**config.mk**
```make
export PLATFORM = sky130hd
export DESIGN_NAME = btn_conditioner_flat
export DESIGN_NICKNAME = d
export VERILOG_FILES = /design/src/rtl/btn_conditioner_if.sv /design/src/rtl/btn_conditioner.sv /design/src/flat_wrapper.sv
export SDC_FILE = /design/constraint.sdc
export NUM_CORES = 1
export LEC_CHECK = 0
export BUFFER_PORTS_ARGS = -buffer_cell sky130_fd_sc_hd__buf_2
export CORE_MARGIN = 4
export CORE_UTILIZATION = 60
export DETAILED_ROUTE_END_ITERATION = 6
export PLACE_DENSITY = 0.82
export SETUP_SLACK_MARGIN = 0.4
export SYNTH_ARGS = -nofsm -noshare
export SYNTH_HDL_FRONTEND = slang
export SYNTH_SLANG_ARGS = --single-unit
```
**constraint.sdc**
```tcl
create_clock -name clk -period 4.92 [get_ports clk]
set_clock_uncertainty 0.2 [all_clocks]
set_input_delay 0 -clock clk [delete_from_list [all_inputs] [get_ports clk]]
set_output_delay 0 -clock clk [all_outputs]
set_load 0.05 [all_outputs]
```
**src/rtl/btn_conditioner_if.sv**
```systemverilog
// Bus between the raw pushbutton pins and the conditioner outputs that feed
// the game core. The master drives the pins and the ms scale; the slave is the
// conditioner.
interface btn_conditioner_if #(
    parameter int NUM_BTN = 4,
    parameter int CODE_W  = 2
);
    logic [15:0]         ticks_per_milli;
    logic [NUM_BTN-1:0]  btn_raw;
    logic [NUM_BTN-1:0]  btn;
    logic [NUM_BTN-1:0]  pressed;
    logic [NUM_BTN-1:0]  released;
    logic                any_down;
    logic                press_valid;
    logic [CODE_W-1:0]   press_code;
    logic [1:0]          rand_out;

    modport master (
        output ticks_per_milli, btn_raw,
        input  btn, pressed, released, any_down, press_valid, press_code, rand_out
    );

    modport slave (
        input  ticks_per_milli, btn_raw,
        output btn, pressed, released, any_down, press_valid, press_code, rand_out
    );
endinterface

```
**src/rtl/btn_conditioner.sv**
```systemverilog
// Pushbutton conditioner: 2-flop sync, per-button ms debounce, edge pulses and
// one-hot press decode for the game core.
// Optional macro BTN_ENTROPY_EN: adds a 16-bit LFSR perturbed by press timing,
// exposed on rand_out; without it rand_out is tied to 0.
module btn_conditioner #(
    parameter int NUM_BTN     = 4,
    parameter int DEBOUNCE_MS = 10,
    parameter int CODE_W      = 2
) (
    input  logic               clk,
    input  logic               rst,
    btn_conditioner_if.slave   bus
);
    localparam int MS_W = (DEBOUNCE_MS < 2) ? 1 : $clog2(DEBOUNCE_MS + 1);

    typedef enum logic {ST_STABLE, ST_COUNTING} db_state_t;

    logic [NUM_BTN-1:0] r_s1, r_s2;
    logic [NUM_BTN-1:0] r_btn, r_pressed, r_released;
    logic [NUM_BTN-1:0] w_commit;
    logic [15:0]        r_tick_cnt;
    logic               w_milli_tick;
    logic               w_press_valid;
    logic [CODE_W-1:0]  w_press_code;

    // Two-flop synchroniser on the asynchronous pins.
    always_ff @(posedge clk) begin
        if (rst) begin
            r_s1 <= '0;
            r_s2 <= '0;
        end else begin
            r_s1 <= bus.btn_raw;
            r_s2 <= r_s1;
        end
    end

    // ms tick: >= rather than == so lowering ticks_per_milli at runtime can't
    // strand the counter above the wrap point; 0 and 1 both tick every cycle.
    always_comb begin
        w_milli_tick = (bus.ticks_per_milli <= 16'd1) ||
                       (r_tick_cnt >= (bus.ticks_per_milli - 16'd1));
    end

    // Free-running tick counter, wrapping on each ms tick.
    always_ff @(posedge clk) begin
        if (rst)               r_tick_cnt <= '0;
        else if (w_milli_tick) r_tick_cnt <= '0;
        else                   r_tick_cnt <= r_tick_cnt + 16'd1;
    end

    generate
        if (DEBOUNCE_MS == 0) begin : g_nodb
            assign w_commit = r_s2 ^ r_btn;
        end else begin : g_db
            for (genvar g = 0; g < NUM_BTN; g++) begin : g_btn
                db_state_t        r_state, w_state_nxt;
                logic [MS_W-1:0]  r_ms_cnt, w_ms_cnt_nxt, w_base;
                logic             w_diff, w_cm;

                // Debounce FSM next state. The first mismatched cycle already
                // counts, so with a tick every cycle the level commits
                // DEBOUNCE_MS cycles after the synchroniser shows it.
                always_comb begin
                    w_state_nxt  = r_state;
                    w_ms_cnt_nxt = r_ms_cnt;
                    w_cm         = 1'b0;
                    w_diff       = r_s2[g] ^ r_btn[g];
                    w_base       = '0;
                    case (r_state)
                        ST_STABLE:   w_base = '0;
                        ST_COUNTING: w_base = r_ms_cnt;
                        default:     w_base = '0;
                    endcase
                    if (!w_diff) begin
                        // level matches (or glitch vanished): drop any count
                        w_state_nxt  = ST_STABLE;
                        w_ms_cnt_nxt = '0;
                    end else begin
                        w_state_nxt  = ST_COUNTING;
                        w_ms_cnt_nxt = w_base;
                        if (w_milli_tick) begin
                            if (w_base == MS_W'(DEBOUNCE_MS - 1)) begin
                                w_cm         = 1'b1;
                                w_state_nxt  = ST_STABLE;
                                w_ms_cnt_nxt = '0;
                            end else begin
                                w_ms_cnt_nxt = w_base + 1'b1;
                            end
                        end
                    end
                end

                // Debounce FSM state and ms counter.
                always_ff @(posedge clk) begin
                    if (rst) begin
                        r_state  <= ST_STABLE;
                        r_ms_cnt <= '0;
                    end else begin
                        r_state  <= w_state_nxt;
                        r_ms_cnt <= w_ms_cnt_nxt;
                    end
                end

                assign w_commit[g] = w_cm;
            end
        end
    endgenerate

    // Accepted level plus press/release pulses, registered together so the
    // pulse lines up with the cycle btn shows its new value.
    always_ff @(posedge clk) begin
        if (rst) begin
            r_btn      <= '0;
            r_pressed  <= '0;
            r_released <= '0;
        end else begin
            r_btn      <= r_btn ^ w_commit;
            r_pressed  <= w_commit & r_s2;
            r_released <= w_commit & ~r_s2;
        end
    end

    // Press decode: only an unambiguous single press with nothing else held.
    always_comb begin
        w_press_valid = $onehot(r_pressed) && $onehot(r_btn);
        w_press_code  = '0;
        if (w_press_valid) begin
            for (int i = 0; i < NUM_BTN; i++) begin
                if (r_pressed[i]) w_press_code = CODE_W'(i);
            end
        end
    end

    assign bus.btn         = r_btn;
    assign bus.pressed     = r_pressed;
    assign bus.released    = r_released;
    assign bus.any_down    = |r_btn;
    assign bus.press_valid = w_press_valid;
    assign bus.press_code  = w_press_code;

`ifdef BTN_ENTROPY_EN
    logic [15:0] r_lfsr, w_lfsr_step, w_lfsr_nxt;

    // Galois step (x^16+x^14+x^13+x^11+1), then fold in press timing.
    always_comb begin
        w_lfsr_step = {1'b0, r_lfsr[15:1]} ^ (r_lfsr[0] ? 16'hB400 : 16'h0000);
        w_lfsr_nxt  = w_lfsr_step;
        if (|r_pressed) w_lfsr_nxt[7:0] = w_lfsr_step[7:0] ^ r_tick_cnt[7:0];
    end

    // Entropy register.
    always_ff @(posedge clk) begin
        if (rst) r_lfsr <= 16'hACE1;
        else     r_lfsr <= w_lfsr_nxt;
    end

    assign bus.rand_out = r_lfsr[1:0];
`else
    assign bus.rand_out = 2'b00;
`endif

endmodule

```
**src/flat_wrapper.sv**
```systemverilog
// flat-port wrapper written by rule: the top's interface ports become plain ports
module btn_conditioner_flat 
#(
    parameter int NUM_BTN     = 4,
    parameter int DEBOUNCE_MS = 10,
    parameter int CODE_W      = 2
)
  (clk, rst, bus_ticks_per_milli, bus_btn_raw, bus_btn, bus_pressed, bus_released, bus_any_down, bus_press_valid, bus_press_code, bus_rand_out);
  btn_conditioner_if #(.NUM_BTN(NUM_BTN), .CODE_W(CODE_W)) bus_i ();
  input  logic clk;
  input  logic rst;
  input wire logic [$bits(bus_i.ticks_per_milli)-1:0] bus_ticks_per_milli;
  input wire logic [$bits(bus_i.btn_raw)-1:0] bus_btn_raw;
  output wire logic [$bits(bus_i.btn)-1:0] bus_btn;
  output wire logic [$bits(bus_i.pressed)-1:0] bus_pressed;
  output wire logic [$bits(bus_i.released)-1:0] bus_released;
  output wire logic [$bits(bus_i.any_down)-1:0] bus_any_down;
  output wire logic [$bits(bus_i.press_valid)-1:0] bus_press_valid;
  output wire logic [$bits(bus_i.press_code)-1:0] bus_press_code;
  output wire logic [$bits(bus_i.rand_out)-1:0] bus_rand_out;
  assign bus_i.ticks_per_milli = bus_ticks_per_milli;
  assign bus_i.btn_raw = bus_btn_raw;
  assign bus_btn = bus_i.btn;
  assign bus_pressed = bus_i.pressed;
  assign bus_released = bus_i.released;
  assign bus_any_down = bus_i.any_down;
  assign bus_press_valid = bus_i.press_valid;
  assign bus_press_code = bus_i.press_code;
  assign bus_rand_out = bus_i.rand_out;
  btn_conditioner #(.NUM_BTN(NUM_BTN), .DEBOUNCE_MS(DEBOUNCE_MS), .CODE_W(CODE_W)) u_core (.clk(clk), .rst(rst), .bus(bus_i));
endmodule
```
==> reports/qor.log, run 1 <==
[hold_path] worst min-delay path endpoint u_core.r_s2[3]
[synthesis] number of distinct library cell variants in the gate-level netlist after synthesis 49
[clocking] clock tree from TritonCTS yes
[power] areal power density over the cells 217 nW/µm²
[cells_and_area] most frequent cells in the layout 56 x dfxtp_1, 53 x nand2_1, 37 x buf_2, 28 x ha_1, 26 x nor2_1
[drt] drt total wl 6.65 mm
[sta] minimum period implied by the final worst setup slack 3.61 ns
[clocking] number of buffers created by CTS 5
[drt] Iteration-0 DRC Markers 117
[clocking] CTS H-tree lvls 2
[worst_setup_path] maximum fanout along the worst path 16
[outcome] outcome finished, final reports clean
[place] Final Wtd Congestion 0.836
[synthesis] number of instances in the synthesized netlist 387
[cells_and_area] Layout Area Growth over Synthesis 11.1%
[synthesis] Avg Cell Area, Syn 8.48 µm²
[die] vertical die dimension 82.0 µm
[place] Cell Count Post-Placement 485
[sta] Worst Tran Pin Value 0.658 ns
[drt] number of remaining DRC errors 0
[die] effective utilization at floorplan 63.1%
[global_route] via count of the first global-routing pass 2,630
[clocking] number of buffers added for setup after CTS 0
[synthesis] area share of and/or/nand/nor cells after synthesis 28.4%
[cells_and_area] antenna diode instance count 0
[sta] final cycle utilization of the critical path 73.5%
[die] die outline area 6720 µm²
[die] width of the die 82.0 µm
[worst_setup_path] element type at the critical path start primary input
[place] port buffer count 37
[clocking] Post-CTS Hold Fix Bufs 4
[worst_setup_path] source of the critical timing path bus_ticks_per_milli[4]
[run] max-cap violations 0
[drt] drt via density 5.54
[clocking] post-cts sizing count 0
[drt] number of nets with antenna violations after routing 0
[hold_path] worst hold path stage count 2
[drt] overall via count from detail_route 2,754
[synthesis] count of synthesis-stage warnings from yosys 0
[worst_setup_path] depth of the most critical reg-to-reg path 6
[global_route] initial antenna violation count 0
[synthesis] Yosys reg bits 56
[worst_setup_path] Reg-to-Reg Start u_core.r_tick_cnt[14]
[drt] Pre-antenna DRT Iters 4
[die] row cnt 26
[power] total power after layout 0.792 mW
[synthesis] Most used DFF post-synth dfxtp_1
[synthesis] post-synthesis share of cell area spent on full adders, half adders and majority gates 11.9%
[clocking] buffer type at the clock tree root clkbuf_8
[synthesis] dominant combinational cell family by area after synthesis simple AND/OR/NAND/NOR gates
[synthesis] share of the synthesized area in compound gates (AO/OA/AOI/OAI) 9.53%
[global_route] residual overflow from global routing 0
[worst_setup_path] arrival time worst endpoint 3.58 ns
[worst_setup_path] critical register-to-register path endpoint u_core.r_tick_cnt[9]
[global_route] global-route wire length before repair 11.4 mm
[sta] unrepaired setup endpoints after global routing false
[clocking] clock input transition at the sequential cells of the worst setup and hold paths 0.10 ns
[global_route] All-Layer GR Usage 21.4%
[synthesis] number of flops mapped to enable cells by yosys 0
[place] hpwl dp 4.93 mm
[cells_and_area] most frequent standard cell in the layout excluding fill and tap cells dfxtp_1
[clocking] CTS max path bufs 2
[drt] detailed-route wire length per cell 13.4 µm
[cells_and_area] post-layout net count 478
[sta] Pins Over Slew Limit 0
[worst_setup_path] kind of critical path in -> reg
[clocking] clock insertion delay at the later pin of the skew report 0.30 ns
[worst_setup_path] CP Capture Type flop
[worst_setup_path] setup slack on the worst flop-to-flop path 2.29 ns
[worst_setup_path] CP required 4.89 ns
[sta] worst max-slew margin expressed relative to the limit 56.1%
[sta] number of endpoints failing setup at the final stage 0
[die] Core Footprint 5200 µm²
[cells_and_area] number of standard cells in the layout, taps in and fillers out 497
[clocking] clock tree sinks 56
[hold_path] type of the worst min-delay path in -> reg
[global_route] maximum number of pins on one net before global-route repair 43
[synthesis] Seq/Total Area, Yosys 34.2%
[synthesis] proportion of register bits with asynchronous set or reset after synthesis 0%
[sta] final hold violations 0
[sta] maximum clock frequency 277 MHz
[hold_path] worst hold start rst
[power] Static Leakage 1.40 nW
[die] IO Pins 40
[cells_and_area] ratio of cells with drive above 1 in the final layout 15.7%
[sta] final sum of negative setup slack 0 ns
[synthesis] mapped cell area 3280 µm²
[power] highest ir drop seen on vdd 0.160 mV
[synthesis] mux cell area share after synthesis 3.66%
[synthesis] Synth Area in XOR/XNOR 8.27%
[cells_and_area] final cell utilization of the core 70.0%
state kept, by name, indices dropped and copies added, names as in the netlist, named ones only:
signal and count:
u_core.r_tick_cnt 16, u_core.g_db.g_btn.r_ms_cnt 16, u_core.bus.pressed 4, u_core.r_s2 4, u_core.bus.released 4, u_core.r_s1 4
u_core.g_db.g_btn.r_state 4
per-layer routing:
metal / up-vias / GRT usage (%) / wire length, µm
met5: - / 0 / 0
met4: 0 / 5.15 / 53
met3: 6 / 3.73 / 292
met2: 67 / 36.9 / 3210
met1: 1282 / 27.8 / 3100
li1: 1399 / - / -
worst max-delay path by stage:
stage / endpoint
final: u_core.r_tick_cnt[9]
after global routing: u_core.bus.pressed[0]
after CTS: u_core.r_tick_cnt[9]
after detailed placement: flop
after global placement: u_core.r_tick_cnt[15]
after floorplan: u_core.g_db.g_btn[2].r_ms_cnt[3]
per-stage QoR:
step	hold WS (ns)	cell area (µm²)	setup WS (ns)
2_1_floorplan	-0.0718	3290	1.56
3_3_place_gp	0.00966	3510	1.05
3_5_place_dp	0.0187	3510	0.984
4_1_cts	0.00999	3650	1.30
5_1_grt	0.0721	3650	0.962
6_report	0.0168	3650	1.31
kinds of logic (layout without fill, tap and decap cells):
kind of cell    count (synthesis)  after routing
flops                          56             56
simple gates                  179            179
buf+inv                        29             68
other cells                     1              2
fa+ha+maj                      30             30
mux                            12             12
compound gates                 49             49
xor+xnor                       31             31
power breakdown:
group          total (mW)  switching (mW)  internal [mW]
combinational      0.0618          0.0339         0.0280
clock               0.266           0.151          0.114
sequential          0.464         0.00505          0.459
Yosys cell counts, types with 2 or more instances:
library cell / number / area [µm²]
mux2i_1: 12 / 120
nand2b_1: 16 / 100
nand3_1: 12 / 60.1
clkbuf_1: 7 / 26.3
a21oi_1: 17 / 85.1
xnor2_1: 18 / 158
fa_1: 2 / 40.0
and2_1: 2 / 12.5
ha_1: 28 / 350
or4_4: 2 / 22.5
nor4b_1: 2 / 17.5
nand4_1: 5 / 31.3
a21o_1: 2 / 15.0
nor2_1: 26 / 97.6
nor4_1: 8 / 50.1
o21ai_0: 10 / 50.1
nand2_1: 53 / 199
nor3_1: 23 / 115
a21oi_2: 8 / 70.1
o22ai_1: 3 / 18.8
inv_1: 17 / 63.8
dfxtp_1: 56 / 1120
or2_2: 2 / 12.5
or4_1: 2 / 15.0
xor2_1: 13 / 114
nor2b_1: 9 / 56.3
a31oi_1: 3 / 18.8
nand3b_1: 2 / 15.0
nor3b_1: 5 / 37.5
buf_4: 3 / 22.5
worst max-delay path: stages:
cell and delay [ns]:
buf_2 0.11, or2_2 0.33, nor4b_1 0.39, nand2_1 0.17, or2_2 0.34, nor3_1 0.18, xnor2_1 0.10, ha_1 0.30
nand4_1 0.14, or4_1 0.60, o211a_1 0.35, nand2_1 0.45, nor3_1 0.11
layout make-up:
class | count | area [µm²]
Clock inverter | 2 | 15.0
Sequential cell | 56 | 1120
Fill cell | 412 | 1560
Clock buffer | 6 | 82.6
Multi-Input combinational cell | 303 | 2040
Tap cell | 70 | 87.6
Inverter | 17 | 63.8
Timing Repair Buffer | 43 | 240
Note: power is estimated with default switching activity, not from simulation.
==> run 2: changes to the inputs <==
CORE_UTILIZATION = 53   (was 60)
PLACE_DENSITY = 0.77   (was 0.82)
clock period = 3.1 ns   (was 4.92 ns; I/O delays follow)
==> reports/qor.log, run 2 (synthesis results as in run 1) <==
[hold_path] worst hold start rst [unchanged]
[die] IO Pins 40 [unchanged]
[global_route] global-route wire length before repair 13.0 mm [was 11.4 mm]
[worst_setup_path] critical register-to-register path endpoint u_core.bus.released[3] [was u_core.r_tick_cnt[9]]
[global_route] initial antenna violation count 0 [unchanged]
[cells_and_area] most frequent cells in the layout 52 x nand2_1, 50 x dfxtp_1, 39 x buf_4, 32 x buf_2, 25 x ha_1 [was 56 x dfxtp_1, 53 x nand2_1, 37 x buf_2, 28 x ha_1, 26 x nor2_1]
[place] Final Wtd Congestion 0.852 [was 0.836]
[drt] Pre-antenna DRT Iters 5 [was 4]
[die] Core Footprint 5960 µm² [was 5200 µm²]
[die] row cnt 28 [was 26]
[clocking] clock tree from TritonCTS yes [unchanged]
[global_route] maximum number of pins on one net before global-route repair 43 [unchanged]
[place] port buffer count 37 [unchanged]
[sta] number of endpoints failing setup at the final stage 48 [was 0]
[drt] detailed-route wire length per cell 16.6 µm [was 13.4 µm]
[cells_and_area] final cell utilization of the core 75.9% [was 70.0%]
[drt] overall via count from detail_route 3,148 [was 2,754]
[cells_and_area] Layout Area Growth over Synthesis 37.7% [was 11.1%]
[die] vertical die dimension 86.7 µm [was 82.0 µm]
[worst_setup_path] element type at the critical path start primary input [unchanged]
[outcome] outcome finished with violations [was finished, final reports clean]
[die] effective utilization at floorplan 55.1% [was 63.1%]
[cells_and_area] antenna diode instance count 0 [unchanged]
[global_route] via count of the first global-routing pass 2,823 [was 2,630]
[power] Static Leakage 1.76 nW [was 1.40 nW]
[worst_setup_path] CP required 3.10 ns [was 4.89 ns]
[cells_and_area] most frequent standard cell in the layout excluding fill and tap cells nand2_1 [was dfxtp_1]
[cells_and_area] summed area of non-filler cells in the final layout 4520 µm² [was 3650 µm²]
[sta] minimum period implied by the final worst setup slack 3.41 ns
[clocking] CTS H-tree lvls 2 [unchanged]
[sta] maximum clock frequency 294 MHz
[sta] Worst Tran Pin Value 0.804 ns [was 0.658 ns]
[worst_setup_path] CP Capture Type flop [unchanged]
[sta] final sum of negative setup slack -8.86 ns [was 0 ns]
[clocking] buffer type at the clock tree root clkbuf_8 [unchanged]
[die] width of the die 86.7 µm [was 82.0 µm]
[sta] final hold violations 0 [unchanged]
[sta] final cycle utilization of the critical path 110%
[cells_and_area] ratio of cells with drive above 1 in the final layout 33.1% [was 15.7%]
[clocking] clock tree sinks 56 [unchanged]
[hold_path] type of the worst min-delay path in -> reg [unchanged]
[clocking] number of buffers created by CTS 5 [unchanged]
[clocking] clock input transition at the sequential cells of the worst setup and hold paths 0.11 ns [was 0.10 ns]
[sta] unrepaired setup endpoints after global routing true [was false]
[die] die outline area 7520 µm² [was 6720 µm²]
[drt] drt via density 5.72 [was 5.54]
[sta] worst-case hold slack 0.0888 ns [was 0.0168 ns]
[cells_and_area] filler cell count 377 [was 412]
[drt] drt total wl 9.14 mm [was 6.65 mm]
[global_route] All-Layer GR Usage 21.2% [was 21.4%]
[worst_setup_path] kind of critical path in -> reg [unchanged]
[global_route] residual overflow from global routing 0 [unchanged]
[drt] Iteration-0 DRC Markers 174 [was 117]
[drt] number of nets with antenna violations after routing 0 [unchanged]
[sta] post-route setup slack -0.306 ns [was 1.31 ns]
[worst_setup_path] setup slack on the worst flop-to-flop path 0.50 ns [was 2.29 ns]
[place] hpwl dp 5.35 mm [was 4.93 mm]
[clocking] CTS max path bufs 2 [unchanged]
[hold_path] worst min-delay path endpoint u_core.r_s2[0] [was u_core.r_s2[3]]
[clocking] clock insertion delay at the later pin of the skew report 0.32 ns [was 0.30 ns]
[worst_setup_path] Reg-to-Reg Start u_core.r_tick_cnt[11] [was u_core.r_tick_cnt[14]]
[outcome] violated checks setup timing
[worst_setup_path] maximum fanout along the worst path 8 [was 16]
[power] areal power density over the cells 299 nW/µm² [was 217 nW/µm²]
[drt] number of remaining DRC errors 0 [unchanged]
[worst_setup_path] arrival time worst endpoint 3.41 ns [was 3.58 ns]
[run] max-cap violations 0 [unchanged]
[sta] worst max-slew margin expressed relative to the limit 46.4% [was 56.1%]
[cells_and_area] post-layout net count 526 [was 478]
[cells_and_area] registers with the most flip-flops u_core.g_db.g_btn.r_ms_cnt x16, u_core.r_tick_cnt x16 [unchanged]
[sta] Pins Over Slew Limit 0 [unchanged]
[power] highest ir drop seen on vdd 0.413 mV [was 0.160 mV]
[hold_path] worst hold path stage count 2 [unchanged]
[worst_setup_path] depth of the most critical reg-to-reg path 7 [was 6]
[place] cell area reported after detailed placement 3800 µm² [was 3510 µm²]
run 2: cell count changes in the layout (fill, tap and decap cells not counted), moves of 4 or more:
cell     change
buf_4       +37
a21oi_4     +12
a21oi_1      -7
buf_6        +7
dfxtp_1      -6
a21oi_2      -5
buf_2        -5
inv_1        -5
nor3b_1      -5
nor3b_2      +5
buf_12       +4
nand3_1      -4
nand3_2      +4
run 2: what timing repair did:
action,4_1_cts,5_1_grt
setup endpoints to repair,51,51
resized for setup,41,40
gates cloned,3,1
endpoints found under the hold margin,4,0
hold buffers,4,0
setup buffers,5,9
pin swaps,20,18
run 2: worst max-delay path, stage by stage:
cell and delay (ns):
buf_6 0.09, or4_4 0.55, nor3_4 0.19, nand2b_4 0.07, or4_4 0.44, xor2_1 0.16
ha_1 0.31, nand4_1 0.14, or4_4 0.57, buf_4 0.16, o211ai_4 0.25, nor2_4 0.11
nor4_2 0.36
run 2: cell type report:
type | count | area, µm² | area share (%)
multi-input combinational | 303 | 2350 | 52.0
sequential | 56 | 1140 | 25.1
timing repair buffer | 91 | 762 | 16.9
tap | 75 | 93.8 | 2.08
clock buffer | 6 | 72.6 | 1.61
inverter | 17 | 68.8 | 1.52
clock inverter | 2 | 35.0 | 0.775
run 2: how the worst max path moves through the flow:
stage | endpoint | startpoint | cells past startpoint
after floorplan | u_core.g_db.g_btn[2].r_ms_cnt[3] | bus_ticks_per_milli[2] | 13
final | u_core.bus.released[3] | bus_ticks_per_milli[2] | 13
after detailed placement | flop | bus_ticks_per_milli[2] | 14
after global routing | u_core.bus.released[3] | bus_ticks_per_milli[2] | 13
after CTS | flop | bus_ticks_per_milli[2] | 13
after global placement | u_core.bus.released[3] | bus_ticks_per_milli[2] | 13
run 2: power breakdown:
group / internal (mW) / switching, mW
Sequential: 0.726 / 0.00818
Combinational: 0.0664 / 0.0703
Clock: 0.240 / 0.241
run 2: through the flow:
stage / setup slack, ns / std cells / power [mW]
after floorplan: -0.257 / 388 / 0.815
after global placement: -0.501 / 520 / 0.865
after detailed placement: -0.611 / 520 / 0.871
after CTS: -0.235 / 540 / 1.34
after global routing: -0.408 / 550 / 1.39
final: -0.306 / 550 / 1.35
run 2: layer usage:
metal | track usage, % | vias to the layer above | part of all wire (%)
met3 | 3.61 | 16 | 5.0
li1 | - | 1507 | -
met1 | 27.8 | 1521 | 42
met5 | 0 | - | 0
met2 | 37.1 | 104 | 51
met4 | 3.82 | 0 | 1.8
==> run 3: changes to the inputs <==
CELL_PAD_IN_SITES_DETAIL_PLACEMENT = 0   (was unset)
CELL_PAD_IN_SITES_GLOBAL_PLACEMENT = 1   (was unset)
CORE_UTILIZATION = 40   (was 53)
PLACE_DENSITY = unset   (was 0.77)
PLACE_DENSITY_LB_ADDON = 0.1   (was unset)
==> reports/qor.log, run 3 (synthesis results as in run 1) <==
[drt] number of nets with antenna violations after routing 0 [unchanged]
[sta] post-route setup slack -0.199 ns [was -0.306 ns]
[die] Core Footprint 7850 µm² [was 5960 µm²]
[cells_and_area] antenna diode instance count 0 [unchanged]
[die] effective utilization at floorplan 41.8% [was 55.1%]
[drt] drt total wl 7.19 mm [was 9.14 mm]
[clocking] clock input transition at the sequential cells of the worst setup and hold paths 0.10 ns [was 0.11 ns]
[sta] Pins Over Slew Limit 0 [unchanged]
[clocking] CTS H-tree lvls 2 [unchanged]
[global_route] maximum number of pins on one net before global-route repair 43 [unchanged]
[sta] final hold violations 0 [unchanged]
[place] Cell Count Post-Placement 545 [was 520]
[die] row cnt 32 [was 28]
[cells_and_area] Seq. cell area 1130 µm² [was 1140 µm²]
[worst_setup_path] source of the critical timing path bus_ticks_per_milli[0] [was bus_ticks_per_milli[2]]
[sta] maximum clock frequency 303 MHz [was 294 MHz]
[hold_path] worst min-delay path endpoint u_core.r_s2[1] [was u_core.r_s2[0]]
[power] areal power density over the cells 299 nW/µm² [about the same]
[global_route] via count of the first global-routing pass 2,690 [was 2,823]
[worst_setup_path] cell class contributing the biggest share of worst-path delay simple AND/OR/NAND/NOR gates [unchanged]
[worst_setup_path] worst path buffer plus inverter count 2 [unchanged]
[clocking] number of buffers created by CTS 5 [unchanged]
[worst_setup_path] Reg-to-Reg Start u_core.r_tick_cnt[11] [unchanged]
[clocking] clock tree from TritonCTS yes [unchanged]
[power] Static Leakage 1.61 nW [was 1.76 nW]
[die] IO Pins 40 [unchanged]
[sta] Worst Tran Pin Value 0.738 ns [was 0.804 ns]
[drt] Pre-antenna DRT Iters 4 [was 5]
[power] internal portion of total power 0.951 mW [was 1.03 mW]
[global_route] global-route wire length before repair 12.3 mm [was 13.0 mm]
[power] clock network power share 31.6% [was 35.6%]
[cells_and_area] post-layout net count 512 [was 526]
[worst_setup_path] maximum fanout along the worst path 20 [was 8]
[sta] minimum period implied by the final worst setup slack 3.30 ns [was 3.41 ns]
[cells_and_area] Layout Area Growth over Synthesis 28.4% [was 37.7%]
[worst_setup_path] CP Capture Type flop [unchanged]
[sta] worst max-slew margin expressed relative to the limit 50.8% [was 46.4%]
[run] max-cap violations 0 [unchanged]
[cells_and_area] most frequent cells in the layout 53 x nand2_1, 52 x dfxtp_1, 34 x buf_4, 33 x buf_2, 28 x ha_1 [was 52 x nand2_1, 50 x dfxtp_1, 39 x buf_4, 32 x buf_2, 25 x ha_1]
[cells_and_area] number of standard cells in the layout, taps in and fillers out 563 [was 550]
[worst_setup_path] element type at the critical path start primary input [unchanged]
[drt] Iteration-0 DRC Markers 97 [was 174]
[power] highest ir drop seen on vdd 0.231 mV [was 0.413 mV]
[clocking] CTS max path bufs 2 [unchanged]
[power] switching part of the total power 24.4% [was 23.6%]
[worst_setup_path] kind of critical path in -> reg [unchanged]
[power] Sw Pwr 0.308 mW [was 0.319 mW]
[clocking] buffer type at the clock tree root clkbuf_8 [unchanged]
[sta] final sum of negative setup slack -4.43 ns [was -8.86 ns]
[place] worst setup timing slack at the placement stage -0.547 ns [was -0.611 ns]
[place] hpwl dp 5.50 mm [was 5.35 mm]
[worst_setup_path] depth of the most critical reg-to-reg path 7 [unchanged]
[place] port buffer count 37 [unchanged]
[worst_setup_path] setup slack on the worst flop-to-flop path 0.67 ns [was 0.50 ns]
[worst_setup_path] WP depth 13 [unchanged]
[outcome] violated checks setup timing [unchanged]
[sta] unrepaired setup endpoints after global routing true [unchanged]
[die] die outline area 9720 µm² [was 7520 µm²]
[drt] drt via density 4.96 [was 5.72]
[die] vertical die dimension 98.6 µm [was 86.7 µm]
[worst_setup_path] arrival time worst endpoint 3.34 ns [was 3.41 ns]
[cells_and_area] registers with the most flip-flops u_core.g_db.g_btn.r_ms_cnt x16, u_core.r_tick_cnt x16 [unchanged]
[outcome] outcome finished with violations [unchanged]
[place] Final Wtd Congestion 0.842 [was 0.852]
[drt] overall via count from detail_route 2,793 [was 3,148]
[worst_setup_path] CP max stage cell or4_4 [unchanged]
[hold_path] type of the worst min-delay path in -> reg [unchanged]
[drt] detailed-route wire length per cell 12.8 µm [was 16.6 µm]
[global_route] global-route met1 utilization 21.2% [was 27.8%]
[cells_and_area] most frequent standard cell in the layout excluding fill and tap cells nand2_1 [unchanged]
[global_route] residual overflow from global routing 0 [unchanged]
[sta] final cycle utilization of the critical path 106% [was 110%]
[drt] number of remaining DRC errors 0 [unchanged]
[global_route] All-Layer GR Usage 15.2% [was 21.2%]
[global_route] busiest metal layer after global routing met2 [unchanged]
[hold_path] worst hold path stage count 2 [unchanged]
[global_route] initial antenna violation count 0 [unchanged]
[cells_and_area] filler cell count 782 [was 377]
[worst_setup_path] CP required 3.14 ns [was 3.10 ns]
[worst_setup_path] CP cell instances buf_6 -> or4_4 -> nor3_4 -> nand2b_4 -> or4_4 -> xor2_2 -> ha_1 -> nand4_1 -> or4_4 -> o211a_4 -> buf_12 -> a21oi_2 -> mux2i_1 [was buf_6 -> or4_4 -> nor3_4 -> nand2b_4 -> or4_4 -> xor2_1 -> ha_1 -> nand4_1 -> or4_4 -> buf_4 -> o211ai_4 -> nor2_4 -> nor4_2]
[cells_and_area] total area of multi-input combinational cells 2250 µm² [was 2350 µm²]
[hold_path] worst hold start rst [unchanged]
[power] total power after layout 1.26 mW [was 1.35 mW]
[global_route] GR Layer Usage met3 2.97% [was 3.61%]
[die] width of the die 98.6 µm [was 86.7 µm]
[power] share of total power in combinational logic 10.0% [was 10.1%]
[worst_setup_path] longest individual stage delay on the worst path 0.56 ns [was 0.57 ns]
[clocking] clock insertion delay at the later pin of the skew report 0.31 ns [was 0.32 ns]
[worst_setup_path] crit-path most repeated cell or4_4 [unchanged]
[cells_and_area] ratio of cells with drive above 1 in the final layout 28.2% [was 33.1%]
[power] Seq pwr share 58.4% [was 54.3%]
[global_route] met2 Use GR 24.5% [was 37.1%]
[sta] number of endpoints failing setup at the final stage 46 [was 48]
[clocking] clock tree sinks 56 [unchanged]
run 3: cell count changes in the layout (fill, tap and decap cells not counted), moves of 4 or more:
cell | previous run | this run
buf_6 | 7 | 3
buf_4 | 39 | 34
nand3_2 | 4 | 0
nand3_1 | 8 | 12
o21ai_2 | 0 | 5
o21ai_0 | 9 | 4
inv_1 | 12 | 17
a21oi_2 | 3 | 7
a21oi_4 | 12 | 5
run 3: per-stage QoR:
stage	utilization, %	instance area [µm²]	hold slack, ns
after floorplan	-	3310	-0.0718
after global placement	48.7	3820	0.00938
after detailed placement	48.7	3820	0.0227
after CTS	51.7	4060	0.0275
after global routing	53.7	4210	0.0966
final	53.7	4210	0.0517
run 3: metal layers:
layer,share of wire [%],vias to the layer above
met1,51,1283
li1,-,1472
met5,0,-
met3,2.8,4
met2,45,34
met4,0.56,0
run 3: area by class of cell:
type | instances | share of cell area [%]
inverter | 17 | 1.51
clock inverter | 2 | 0.386
tap | 102 | 3.03
multi-input combinational | 303 | 53.4
sequential | 56 | 26.8
timing repair buffer | 77 | 13.2
clock buffer | 6 | 1.72
run 3: worst register-to-register path, delay by kind of cell, from the launching register on:
family	cells	cell delay [ns]
compound gates	2	0.45
mux	1	0.18
simple gates	2	0.67
buf+inv	1	0.17
flops	1	0.38
fa+ha+maj	1	0.32
run 3: power groups by stage:
stage                     Combinational, mW  Sequential [mW]  Clock, mW
after floorplan                      0.0644            0.751          0
after global placement                0.113            0.753          0
after detailed placement              0.115            0.753          0
after CTS                             0.121            0.737      0.421
after global routing                  0.141            0.738      0.445
final                                 0.126            0.736      0.397
run 3: repair_timing:
item / 4_1_cts / 5_1_grt
pin swaps: 1 / 14
setup endpoints to repair: 51 / 51
hold buffers: 4 / 0
resized for setup: 19 / 32
endpoints found under the hold margin: 4 / 0
buffers inserted: 2 / 4
gates cloned: 0 / 0
run 3: how the worst max path moves through the flow:
stage,to,slack (ns)
2_1_floorplan,u_core.g_db.g_btn[2].r_ms_cnt[3],-0.26
3_3_place_gp,u_core.g_db.g_btn[0].r_ms_cnt[3],-0.48
3_5_place_dp,flop,-0.55
4_1_cts,u_core.g_db.g_btn[2].r_ms_cnt[1],-0.19
5_1_grt,flop,-0.32
6_report,flop,-0.20
